$ cat config.mk
export PLATFORM = sky130hd
export DESIGN_NAME = ctrl_sel
export DESIGN_NICKNAME = d
export VERILOG_FILES = /design/src/rtl/ctrl_sel_pkg.sv /design/src/rtl/btn_debounce.sv /design/src/rtl/ctrl_sel.sv
export SDC_FILE = /design/constraint.sdc
export NUM_CORES = 1
export LEC_CHECK = 0
export BUFFER_PORTS_ARGS = -buffer_cell sky130_fd_sc_hd__clkbuf_2
export CAP_MARGIN = 10
export CORE_UTILIZATION = 40
export CTS_CLUSTER_SIZE = 20
export DETAILED_ROUTE_END_ITERATION = 8
export GPL_TIMING_DRIVEN = 0
export PLACE_DENSITY_LB_ADDON = 0.12
export SETUP_SLACK_MARGIN = 0.1
export SKIP_LAST_GASP = 1
export SLEW_MARGIN = 20
export SYNTH_ARGS = -nofsm -noshare
export SYNTH_HDL_FRONTEND = slang
export SYNTH_HIERARCHICAL = 1
export SYNTH_SLANG_ARGS = --single-unit
$ cat constraint.sdc
create_clock -name clk -period 1.95 [get_ports clk]
set_clock_uncertainty 0.15 [all_clocks]
set_input_delay 0.2925 -clock clk [delete_from_list [all_inputs] [get_ports clk]]
set_output_delay 0.2925 -clock clk [all_outputs]
set_load 0.01 [all_outputs]
$ cat src/rtl/ctrl_sel_pkg.sv
// rtl/ctrl_sel_pkg.sv - shared types and constants for the ctrl_sel front-end controller
//
// Contents:
//   state_t   FSM states IDLE, START, WAIT, SHOW
//   ERR_CODE  value shown on data_2 when a run times out
package ctrl_sel_pkg;

  typedef enum logic [1:0] {
    IDLE  = 2'd0,
    START = 2'd1,
    WAIT  = 2'd2,
    SHOW  = 2'd3
  } state_t;

  localparam logic [15:0] ERR_CODE = 16'hEEEE;

endpackage

$ cat src/rtl/btn_debounce.sv
// rtl/btn_debounce.sv - synchronizer, debouncer and rising-edge detector for one raw button
//
// Ports:
//   clk    in   system clock
//   rst    in   asynchronous active-high reset
//   btn    in   raw, asynchronous button level
//   level  out  debounced level
//   pulse  out  one-cycle pulse on each rising edge of level
module btn_debounce #(
  parameter int DEB_CYCLES = 100000
) (
  input  logic clk,
  input  logic rst,
  input  logic btn,
  output logic level,
  output logic pulse
);

  localparam int CW = $clog2(DEB_CYCLES + 1);

  logic          sync_1;
  logic          sync_2;
  logic [CW-1:0] cnt;
  logic          level_q;

  always_ff @(posedge clk or posedge rst) begin
    if (rst) begin
      sync_1  <= 1'b0;
      sync_2  <= 1'b0;
      cnt     <= '0;
      level   <= 1'b0;
      level_q <= 1'b0;
      pulse   <= 1'b0;
    end else begin
      sync_1  <= btn;
      sync_2  <= sync_1;
      level_q <= level;
      pulse   <= level & ~level_q;
      // Only an unbroken run of DEB_CYCLES differing samples flips the level;
      // a single agreeing sample starts the run over.
      if (sync_2 != level) begin
        if (cnt == CW'(DEB_CYCLES - 1)) begin
          level <= sync_2;
          cnt   <= '0;
        end else begin
          cnt <= cnt + 1'b1;
        end
      end else begin
        cnt <= '0;
      end
    end
  end

endmodule

$ cat src/rtl/ctrl_sel.sv
// rtl/ctrl_sel.sv - button-driven program/module selector that launches a module and holds its result
//
// Ports:
//   clk, rst               clock, asynchronous active-high reset
//   btn_prog/mod/run       raw push-buttons
//   mod_data0..3           16-bit result bus of each compute module
//   mod_done[3:0]          done flag per module
//   start                  one-cycle launch pulse to the selected module
//   prog[2:0]              selected program
//   modules[1:0]           selected module
//   data_2[15:0]           held result (ERR_CODE after a timeout)
//   busy                   waiting for the selected module
//   err                    last run timed out
module ctrl_sel
  import ctrl_sel_pkg::*;
#(
  parameter int DEB_CYCLES = 100000,
  parameter int TO_CYCLES  = 1000000
) (
  input  logic        clk,
  input  logic        rst,
  input  logic        btn_prog,
  input  logic        btn_mod,
  input  logic        btn_run,
  input  logic [15:0] mod_data0,
  input  logic [15:0] mod_data1,
  input  logic [15:0] mod_data2,
  input  logic [15:0] mod_data3,
  input  logic [3:0]  mod_done,
  output logic        start,
  output logic [2:0]  prog,
  output logic [1:0]  modules,
  output logic [15:0] data_2,
  output logic        busy,
  output logic        err
);

  localparam int TW = $clog2(TO_CYCLES + 1);

  logic p_prog;
  logic p_mod;
  logic p_run;
  // Debounced levels are not needed by the FSM; kept as named nets for probing.
  logic [2:0] levels_unused;

  btn_debounce #(.DEB_CYCLES(DEB_CYCLES)) u_deb_prog (
    .clk(clk), .rst(rst), .btn(btn_prog), .level(levels_unused[0]), .pulse(p_prog)
  );
  btn_debounce #(.DEB_CYCLES(DEB_CYCLES)) u_deb_mod (
    .clk(clk), .rst(rst), .btn(btn_mod), .level(levels_unused[1]), .pulse(p_mod)
  );
  btn_debounce #(.DEB_CYCLES(DEB_CYCLES)) u_deb_run (
    .clk(clk), .rst(rst), .btn(btn_run), .level(levels_unused[2]), .pulse(p_run)
  );

  state_t        state, state_n;
  logic [TW-1:0] cnt, cnt_n;
  logic [2:0]    prog_n;
  logic [1:0]    modules_n;
  logic [15:0]   data_n;
  logic          err_n;
  logic          busy_n;
  logic          start_n;
  logic [15:0]   sel_data;
  logic          sel_done;

  always_comb begin
    sel_data = mod_data0;
    case (modules)
      2'd0:    sel_data = mod_data0;
      2'd1:    sel_data = mod_data1;
      2'd2:    sel_data = mod_data2;
      default: sel_data = mod_data3;
    endcase
  end

  assign sel_done = mod_done[modules];

  // Outputs are computed one cycle ahead so every output is a flop:
  // start_n is raised on entry to START, busy_n on entry to WAIT.
  always_comb begin
    state_n   = state;
    cnt_n     = cnt;
    prog_n    = prog;
    modules_n = modules;
    data_n    = data_2;
    err_n     = err;
    busy_n    = 1'b0;
    start_n   = 1'b0;
    case (state)
      IDLE, SHOW: begin
        if (p_run) begin
          state_n = START;
          err_n   = 1'b0;
          start_n = 1'b1;
        end else if (p_mod) begin
          modules_n = modules + 2'd1;
          data_n    = 16'h0000;
          err_n     = 1'b0;
          state_n   = IDLE;
        end else if (p_prog) begin
          prog_n = prog + 3'd1;
        end
      end
      START: begin
        state_n = WAIT;
        cnt_n   = '0;
        busy_n  = 1'b1;
      end
      WAIT: begin
        busy_n = 1'b1;
        if (sel_done) begin
          data_n  = sel_data;
          state_n = SHOW;
          busy_n  = 1'b0;
        end else if (cnt == TW'(TO_CYCLES - 1)) begin
          data_n  = ERR_CODE;
          err_n   = 1'b1;
          state_n = SHOW;
          busy_n  = 1'b0;
        end else begin
          cnt_n = cnt + 1'b1;
        end
      end
      default: state_n = IDLE;
    endcase
  end

  always_ff @(posedge clk or posedge rst) begin
    if (rst) begin
      state   <= IDLE;
      cnt     <= '0;
      prog    <= 3'd0;
      modules <= 2'd0;
      data_2  <= 16'h0000;
      err     <= 1'b0;
      busy    <= 1'b0;
      start   <= 1'b0;
    end else begin
      state   <= state_n;
      cnt     <= cnt_n;
      prog    <= prog_n;
      modules <= modules_n;
      data_2  <= data_n;
      err     <= err_n;
      busy    <= busy_n;
      start   <= start_n;
    end
  end

endmodule

Yosys cells after proc, flatten, opt, wreduce, memory -nomap -nowiden
Index checks and enable logic that the tools add are counted.

cells by class
  bitwise logic cells = 8
  reductions and logical operators = 14
  add/subtract/negate cells = 6
  muxes and demuxes = 32
  equal/unequal tests = 19
  $lt $le $gt $ge = 1

operators by type and width
  operator                                             number
  two-way mux 17 bit                                   6
  two-way mux 16 bit                                   4
  adder 17 x 1 -> 17 bit, second input constant        3
  equality test 17 bit, second input constant          3
  case mux 16 bit (3 select lines)                     1
  two-way mux 20 bit                                   2
  case mux 20 bit (2 select lines)                     1
  case mux 16 bit (2 select lines)                     1
  adder 20 x 1 -> 20 bit, second input constant        1
  equality test 20 bit, second input constant          1
  AND reduction 4 bit                                  3
  two-way mux 1 bit                                    9
  two-way mux 2 bit                                    4
  != test 2 bit, second input constant                 4
  AND reduction 2 bit                                  4
  equality test 2 bit, second input constant           3
  case mux 2 bit (3 select lines)                      1
  AND reduction 3 bit                                  2
  NOT 1 bit                                            5
  equality test 2 x 1 -> 1 bit, second input constant  2
  zero test 2 bit                                      2
  case mux 1 bit (2 select lines)                      2
  nonzero test 2 bit                                   2
  adder 3 x 1 -> 3 bit, second input constant          1
  9 further kinds                                      13

storage, ports and cells
  register bits after elaboration = 112
  logic and storage cells = 106
  output and inout port bits = 24
  input bits = 73

Logic depth before layout (Yosys ltp)
Gate-level depths: netlist (run 1).

  word-level depth = 4
  depth in mapped cells = 9
  gate-level depth less buffers = 7

By module
Netlist (run 1), hierarchy kept.

by module, submodules not included
  module        times used  area an instance (um2)  cells an instance  sequential area each (um2)
  btn_debounce  3           994.7                   92                 550.5
  ctrl_sel      1           2641.3                  275                1151.1

Worst setup path before layout (run 1)
OpenSTA, ideal clock, no wires.

  path type = register to register
  start = reg modules[0]
  end = reg cnt[19] (netlist name)
  arrival = 1851 ps
  library setup time = 79 ps
  data required time = 1721 ps
  cell stages (with the launch flop) = 7
  buffers on the path = 1
  slack = -130 ps
  clock period less this slack = 2080 ps
  path through = dfrtp_1 -> buf_6 -> mux4_2 -> and3b_2 -> nand3_4 -> nor3b_2 -> mux2i_1

RTL lines
  what                    line             text
  from (decl)             ctrl_sel.sv:32   output logic [1:0] modules,
  from (signal assigned)  ctrl_sel.sv:143  modules <= modules_n;

==> results.cfg, run 1 <==
[outcome]
status = finished, violations left
violations = setup timing

[floorplanning]
die_width_um = 121
top_level_ports = 97
fp.dieArea_um2 = 14500
placeableCoreArea_um2 = 13500
floorplan.rows = 42
initial_utilization = 0.418
dieHeight_um = 121

[clocking]
clock_path_buffers = 2
tritoncts.num_buffers = 9
cts.root.buffer_cell = sky130_fd_sc_hd__clkbuf_16
tritoncts = yes
cts_max_level = 3
cts_num_sinks = 112
clkLatencyLatePin_ps = 350
cts.reportedPaths.clkPinSlew_ps = 70

[layout]
final_cell_mix = 111 x sky130_fd_sc_hd__dfrtp_1, 103 x sky130_fd_sc_hd__clkbuf_2, 43 x sky130_fd_sc_hd__nand2_1
fraction_of_final_layout_cells_sized_beyond_drive_strength_1 = 0.409
layout_commonest_cell = sky130_fd_sc_hd__dfrtp_1
finalNetCount = 801
synthToLayoutAreaGrowth_pct = 38.1
diodes = 0

[global_routing]
antenna_found_initial = 0
grt_use_total = 0.195
grt_overflow_total = 0
number_of_global_route_vias_before_repair = 4688
grt_pass1_wl_um = 22400
maximum_number_of_pins_on_one_net_before_global_route_repair = 33

[worst_hold_path]
min-delay-start = mod_data3[12]
min_path_cells = 3
hold_end = data_2[12]$_DFFE_PP0P_
worstHoldPathType = in -> reg

[critical_path]
critical_path.reg2reg.startpoint = modules[0]$_DFFE_PP0P_
criticalPathCategory = reg -> reg
crit-reg2reg-capture = cnt[19]$_DFFE_PP0P_
critical_path_required_ps = 2080
worst_r2r_path_depth = 6
crit_fanout = 6
cp_data_arrival_time_ps = 2240
reg2reg_slack_ps = -160
cp-end-kind = flip-flop
critPathLaunchType = flip-flop

[logic_synthesis]
synth.avg_cell_area_um2 = 10.2
asyncSetResetFlopFracSynth = 1.00
number_of_distinct_library_cells_after_synthesis = 50
synth-edff-count = 0
yosys_warnings = 6
synth_seq_cells = 112
synth_fp_nets = 635
yosys-top-cells-area = sky130_fd_sc_hd__dfrtp_1 50%, sky130_fd_sc_hd__xnor2_1 5.6%, sky130_fd_sc_hd__nor2_1 5.1%
postSynthCellCount = 551
ys.flop_type = sky130_fd_sc_hd__dfrtp_1
synth_largest_area_cell = sky130_fd_sc_hd__dfrtp_1
synth-seq-area-share = 0.498
mappedNetlistArea_um2 = 5630
synth_top_area_frac = 0.498

[timing]
final-setup-viol-count = 49
slew_violations = 0
timing.slew.headroom = 0.430
fin_ws_ps = -157
tightest_slew_ps = 855
rsz0062_at_grt = yes
finalCritPeriodShare = 1.08
final_period_demand_of_the_worst_path_ps = 2110
final-hold-violation-count = 0
maximum_frequency_from_static_timing_analysis_mhz = 475
fin_tns_setup_ps = -4000

[route]
via_per_inst = 5.37
detail_route.drc_violations = 0
finalWirelength_um = 13900
route.antenna.remaining_nets = 0
drt-wirelength-per-cell_um = 15.5
drt_first_pass_iters = 5
drt_iter0_drc = 234
vias = 4821

[pwr]
ir_worst_vdd_mv = 0.466
static-leakage-power_nw = 3.41
power.density_nw_per_um2 = 599

[place]
dp_hpwl_um = 9040
routabilityCongestion = 0.794
portBuffers = 96
pre_cts_slack_ps = -390

[flow_run]
cap_viol_max_count = 0
[state kept, by name (all words and copies together) (netlist names), 2 cells and up]
name	cells
u_deb_mod/cnt	17
modules	2
u_deb_run/cnt	17
data_2	16
u_deb_prog/cnt	17
cnt	20
state	2
prog	3
[critical path: stages, from the launching register on]
cell and delay (ps):
sky130_fd_sc_hd__dfrtp_1 370, sky130_fd_sc_hd__buf_6 120, sky130_fd_sc_hd__mux4_2 540, sky130_fd_sc_hd__and3b_2 330, sky130_fd_sc_hd__nand3_4 130, sky130_fd_sc_hd__nor3b_2 200
sky130_fd_sc_hd__mux2i_1 200
[cell families (layout without fill, tap and decap cells)]
family	after synthesis	count (layout)	share of synthesized area
AND/OR/NAND/NOR	231	231	0.210
flip-flops	112	112	0.498
AO/OA/AOI/OAI	87	87	0.113
XOR/XNOR	51	51	0.0794
buffers and inverters	38	208	0.0336
multiplexers	21	21	0.0409
adder cells (fa/ha/maj)	11	11	0.0245
[worst max-delay path by stage]
| stage | slack [ps] | startpoint | to | depth (start not counted) |
|---|---|---|---|---|
| floorplan | -130 | modules[0]$_DFFE_PP0P_ | cnt[19]$_DFFE_PP0P_ | 6 |
| global placement | -350 | rst | cnt[13]$_DFFE_PP0P_ | 2 |
| detailed placement | -390 | cnt[0]$_DFFE_PP0P_ | data_2[5]$_DFFE_PP0P_ | 7 |
| CTS | -150 | modules[0]$_DFFE_PP0P_ | cnt[19]$_DFFE_PP0P_ | 6 |
| global route | -210 | modules[0]$_DFFE_PP0P_ | cnt[3]$_DFFE_PP0P_ | 6 |
| finish | -160 | modules[0]$_DFFE_PP0P_ | cnt[19]$_DFFE_PP0P_ | 6 |
[synthesized netlist by cell type, types with 5 or more instances]
| library cell | instances |
|---|---|
| sky130_fd_sc_hd__nor3_1 | 11 |
| sky130_fd_sc_hd__nand3_1 | 21 |
| sky130_fd_sc_hd__mux2i_1 | 14 |
| sky130_fd_sc_hd__ha_1 | 11 |
| sky130_fd_sc_hd__xnor2_1 | 36 |
| sky130_fd_sc_hd__o21ai_0 | 24 |
| sky130_fd_sc_hd__clkbuf_1 | 13 |
| sky130_fd_sc_hd__a21oi_1 | 14 |
| sky130_fd_sc_hd__nand4_1 | 20 |
| sky130_fd_sc_hd__mux2_2 | 6 |
| sky130_fd_sc_hd__inv_1 | 17 |
| sky130_fd_sc_hd__xor2_1 | 15 |
| sky130_fd_sc_hd__a2bb2oi_1 | 11 |
| sky130_fd_sc_hd__nor4_1 | 16 |
| sky130_fd_sc_hd__and4_1 | 5 |
| sky130_fd_sc_hd__nand2_1 | 50 |
| sky130_fd_sc_hd__nor2_1 | 76 |
| sky130_fd_sc_hd__dfrtp_1 | 112 |
| sky130_fd_sc_hd__a222oi_1 | 16 |
| sky130_fd_sc_hd__a22o_1 | 6 |
[routing by layer]
layer	GRT usage	wire, um	vias up
met2	0.330	6920	107
met1	0.250	6260	2379
met5	0	0	-
met3	0.0297	509	14
met4	0.0764	216	0
li1	-	-	2321
[area by class of cell]
type,instances,area (um^2)
buffer,19,186
clock buffer,12,267
clock inverter,3,40.0
fill,1185,5690
inverter,18,71.3
multi-input combinational,401,3100
sequential,112,2800
tap,176,220
timing repair buffer,156,1080
[timing repair]
action | CTS | global route
gates cloned | 7 | 0
resized for setup | 88 | 98
buffers inserted | 37 | 15
endpoints found under the setup margin | 90 | 92
pin swaps | 54 | 42
hold buffers | 4 | 0
hold endpoints to repair | 17 | 0
[through the flow]
| stage | instance area, um^2 | hold WS, ps | power [W] | util | instances |
|---|---|---|---|---|---|
| after floorplan | 5650 | 132 | 0.00255 | - | 551 |
| after global placement | 6350 | 183 | 0.00268 | 0.472 | 823 |
| after detailed placement | 6370 | 186 | 0.00269 | 0.474 | 824 |
| after CTS | 7400 | 74.4 | 0.00469 | 0.550 | 886 |
| after global routing | 7770 | 105 | 0.00485 | 0.577 | 897 |
| final | 7770 | 89.1 | 0.00465 | 0.577 | 897 |
[where the power goes]
group	switching, W	internal [W]
Clock	0.000818	0.00109
Sequential	0.0000239	0.00236
Combinational	0.000181	0.000182
Total	0.00102	0.00363
No activity file was read; power rests on OpenSTA's default activity.
==> run 2, diff against run 1 <==
Settings changed: GPL_TIMING_DRIVEN 0 to default.
==> run 2 against run 1 <==
  * The flow still finishes with violations (setup timing)
  * Worst hold slack improved by 8.6 ps
  * Count of clock-buffer cells in the layout fell by 1
  * Register-to-register slack gained 90 ps
  * Worst setup slack gained 91 ps
  * Critical path depth fell by 1
  * Fmax grew 4.5%
  * Sequential share of layout area is 1.0 points higher
  * Non-clock buffer count shrank 1
  * Utilization is 1.5 points lower
  * Critical path type unchanged
  * Critical endpoint is now cnt[16]$_DFFE_PP0P_
  * Largest cell class unchanged
  * Highest routed layer unchanged
==> results.cfg, run 2 (synthesis gave the netlist of run 1 again) <==
[outcome]
status = finished, violations left
violations = setup timing

[layout]
largest_register_ff_count = 20
multi_input_comb_area_um2 = 2960
synthToLayoutAreaGrowth_pct = 34.4
layout_commonest_cell = sky130_fd_sc_hd__dfrtp_1
fraction_of_final_layout_cells_sized_beyond_drive_strength_1 = 0.384
final_cell_mix = 110 x sky130_fd_sc_hd__dfrtp_1, 96 x sky130_fd_sc_hd__clkbuf_2, 51 x sky130_fd_sc_hd__buf_4
filler_cell_count = 1200
top_register = cnt
final_cell_area_um2 = 7560
finalNetCount = 801
seq_area_um2 = 2810
diodes = 0
postLayoutCoreUtil = 0.562
layoutNonFillerInstCount = 898

[floorplanning]
fp.dieArea_um2 = 14500
die_width_um = 121
top_level_ports = 97
floorplan.rows = 42
initial_utilization = 0.418
dieHeight_um = 121
placeableCoreArea_um2 = 13500

[timing]
final-hold-violation-count = 0
rsz0062_at_grt = yes
final-setup-viol-count = 21
finalCritPeriodShare = 1.03
slew_violations = 0
holdWs_ps = 97.8
tightest_slew_ps = 593
maximum_frequency_from_static_timing_analysis_mhz = 496
final_period_demand_of_the_worst_path_ps = 2020
timing.slew.headroom = 0.605
fin_ws_ps = -65.3

[flow_run]
cap_viol_max_count = 0

[place]
portBuffers = 96
total_placed_instance_area_um2 = 6610
pre_cts_slack_ps = -117
routabilityCongestion = 0.776
dp_hpwl_um = 8910
dp_cells = 854

[clocking]
tritoncts.num_buffers = 9
clkLatencyLatePin_ps = 350
cts.reportedPaths.clkPinSlew_ps = 70
clock_path_buffers = 2
cts_num_sinks = 112
tritoncts = yes
cts_max_level = 3
cts.root.buffer_cell = sky130_fd_sc_hd__clkbuf_16

[global_routing]
grt_use_total = 0.184
maximum_number_of_pins_on_one_net_before_global_route_repair = 47
grt_pass1_wl_um = 21500
antenna_found_initial = 0
number_of_global_route_vias_before_repair = 4570
grt_overflow_total = 0

[pwr]
static-leakage-power_nw = 3.35
ir_worst_vdd_mv = 0.415
power.density_nw_per_um2 = 597

[critical_path]
cp-end-kind = flip-flop
crit_fanout = 5
worst_r2r_path_depth = 5
criticalPathCategory = reg -> reg
critPathLaunchType = flip-flop
critical_path_required_ps = 2020
cp_data_arrival_time_ps = 2090

[route]
via_per_inst = 5.22
finalWirelength_um = 12900
route.antenna.remaining_nets = 0
drt_first_pass_iters = 6
drt_iter0_drc = 251
drt-wirelength-per-cell_um = 14.3
vias = 4690
detail_route.drc_violations = 0

[worst_hold_path]
worstHoldPathType = in -> reg
min_path_cells = 3
-- run 2: cell count changes in the layout (fill, tap and decap cells not counted), sizes merged --
cell      change
clkinv        -1
bufinv        -1
clkbuf       -13
bufbuf        +1
inv           +2
a41o          +1
clkinvlp      +2
buf          +10
-- run 2: final timing paths --
| check | from | to | slack (ps) |
|---|---|---|---|
| max | modules[0]$_DFFE_PP0P_ | cnt[16]$_DFFE_PP0P_ | -70 |
| min in group asynchronous | rst | u_deb_run/cnt[10]$_DFF_PP0_ | 410 |
| max in group asynchronous | rst | modules[0]$_DFFE_PP0P_ | 690 |
| min reg2reg | u_deb_prog/sync_1$_DFF_PP0_ | u_deb_prog/sync_2$_DFF_PP0_ | 200 |
| max reg2reg | modules[0]$_DFFE_PP0P_ | cnt[16]$_DFFE_PP0P_ | -70 |
| min | mod_data3[12] | data_2[12]$_DFFE_PP0P_ | 100 |
-- run 2: routing by layer --
layer  global-route usage  vias to the layer above  part of all wire
li1                     -                     2328                 -
met1                0.239                     2238              0.46
met2                0.310                      117              0.48
met3               0.0425                        7             0.050
met4               0.0424                        0            0.0065
met5                    0                        -                 0
-- run 2: cell type report --
type                            instances  area share
Clock buffer                           11      0.0334
Tap cell                              176      0.0291
Clock inverter                          5     0.00645
Multi-Input combinational cell        402       0.392
Sequential cell                       112       0.371
Timing Repair Buffer                  174       0.159
Inverter                               18     0.00910
-- run 2: power breakdown --
group / switching, W / internal (W)
registers: 0.0000245 / 0.00235
logic: 0.000157 / 0.000147
clock network: 0.000874 / 0.000958
-- run 2: stage by stage --
stage | TNS (ps) | power, W
detailed placement | -2230 | 0.00269
CTS | -282 | 0.00457
global route | -2550 | 0.00472
floorplan | -1540 | 0.00255
global placement | -786 | 0.00268
finish | -817 | 0.00452
-- run 2: repair_timing --
| item | CTS | global route |
|---|---|---|
| hold endpoints to repair | 75 | 0 |
| hold buffers | 4 | 0 |
| gates cloned | 4 | 0 |
| gates resized for setup | 75 | 42 |
| setup buffers | 9 | 11 |
| pin swaps | 68 | 28 |
| endpoints found under the setup margin | 90 | 90 |
-- run 2: critical path: stages, from the launching register on --
cell                       delay [ps]
sky130_fd_sc_hd__dfrtp_2          400
sky130_fd_sc_hd__mux4_2           550
sky130_fd_sc_hd__and3b_2          330
sky130_fd_sc_hd__nand3_4          120
sky130_fd_sc_hd__o211ai_1         230
sky130_fd_sc_hd__o31ai_2          110
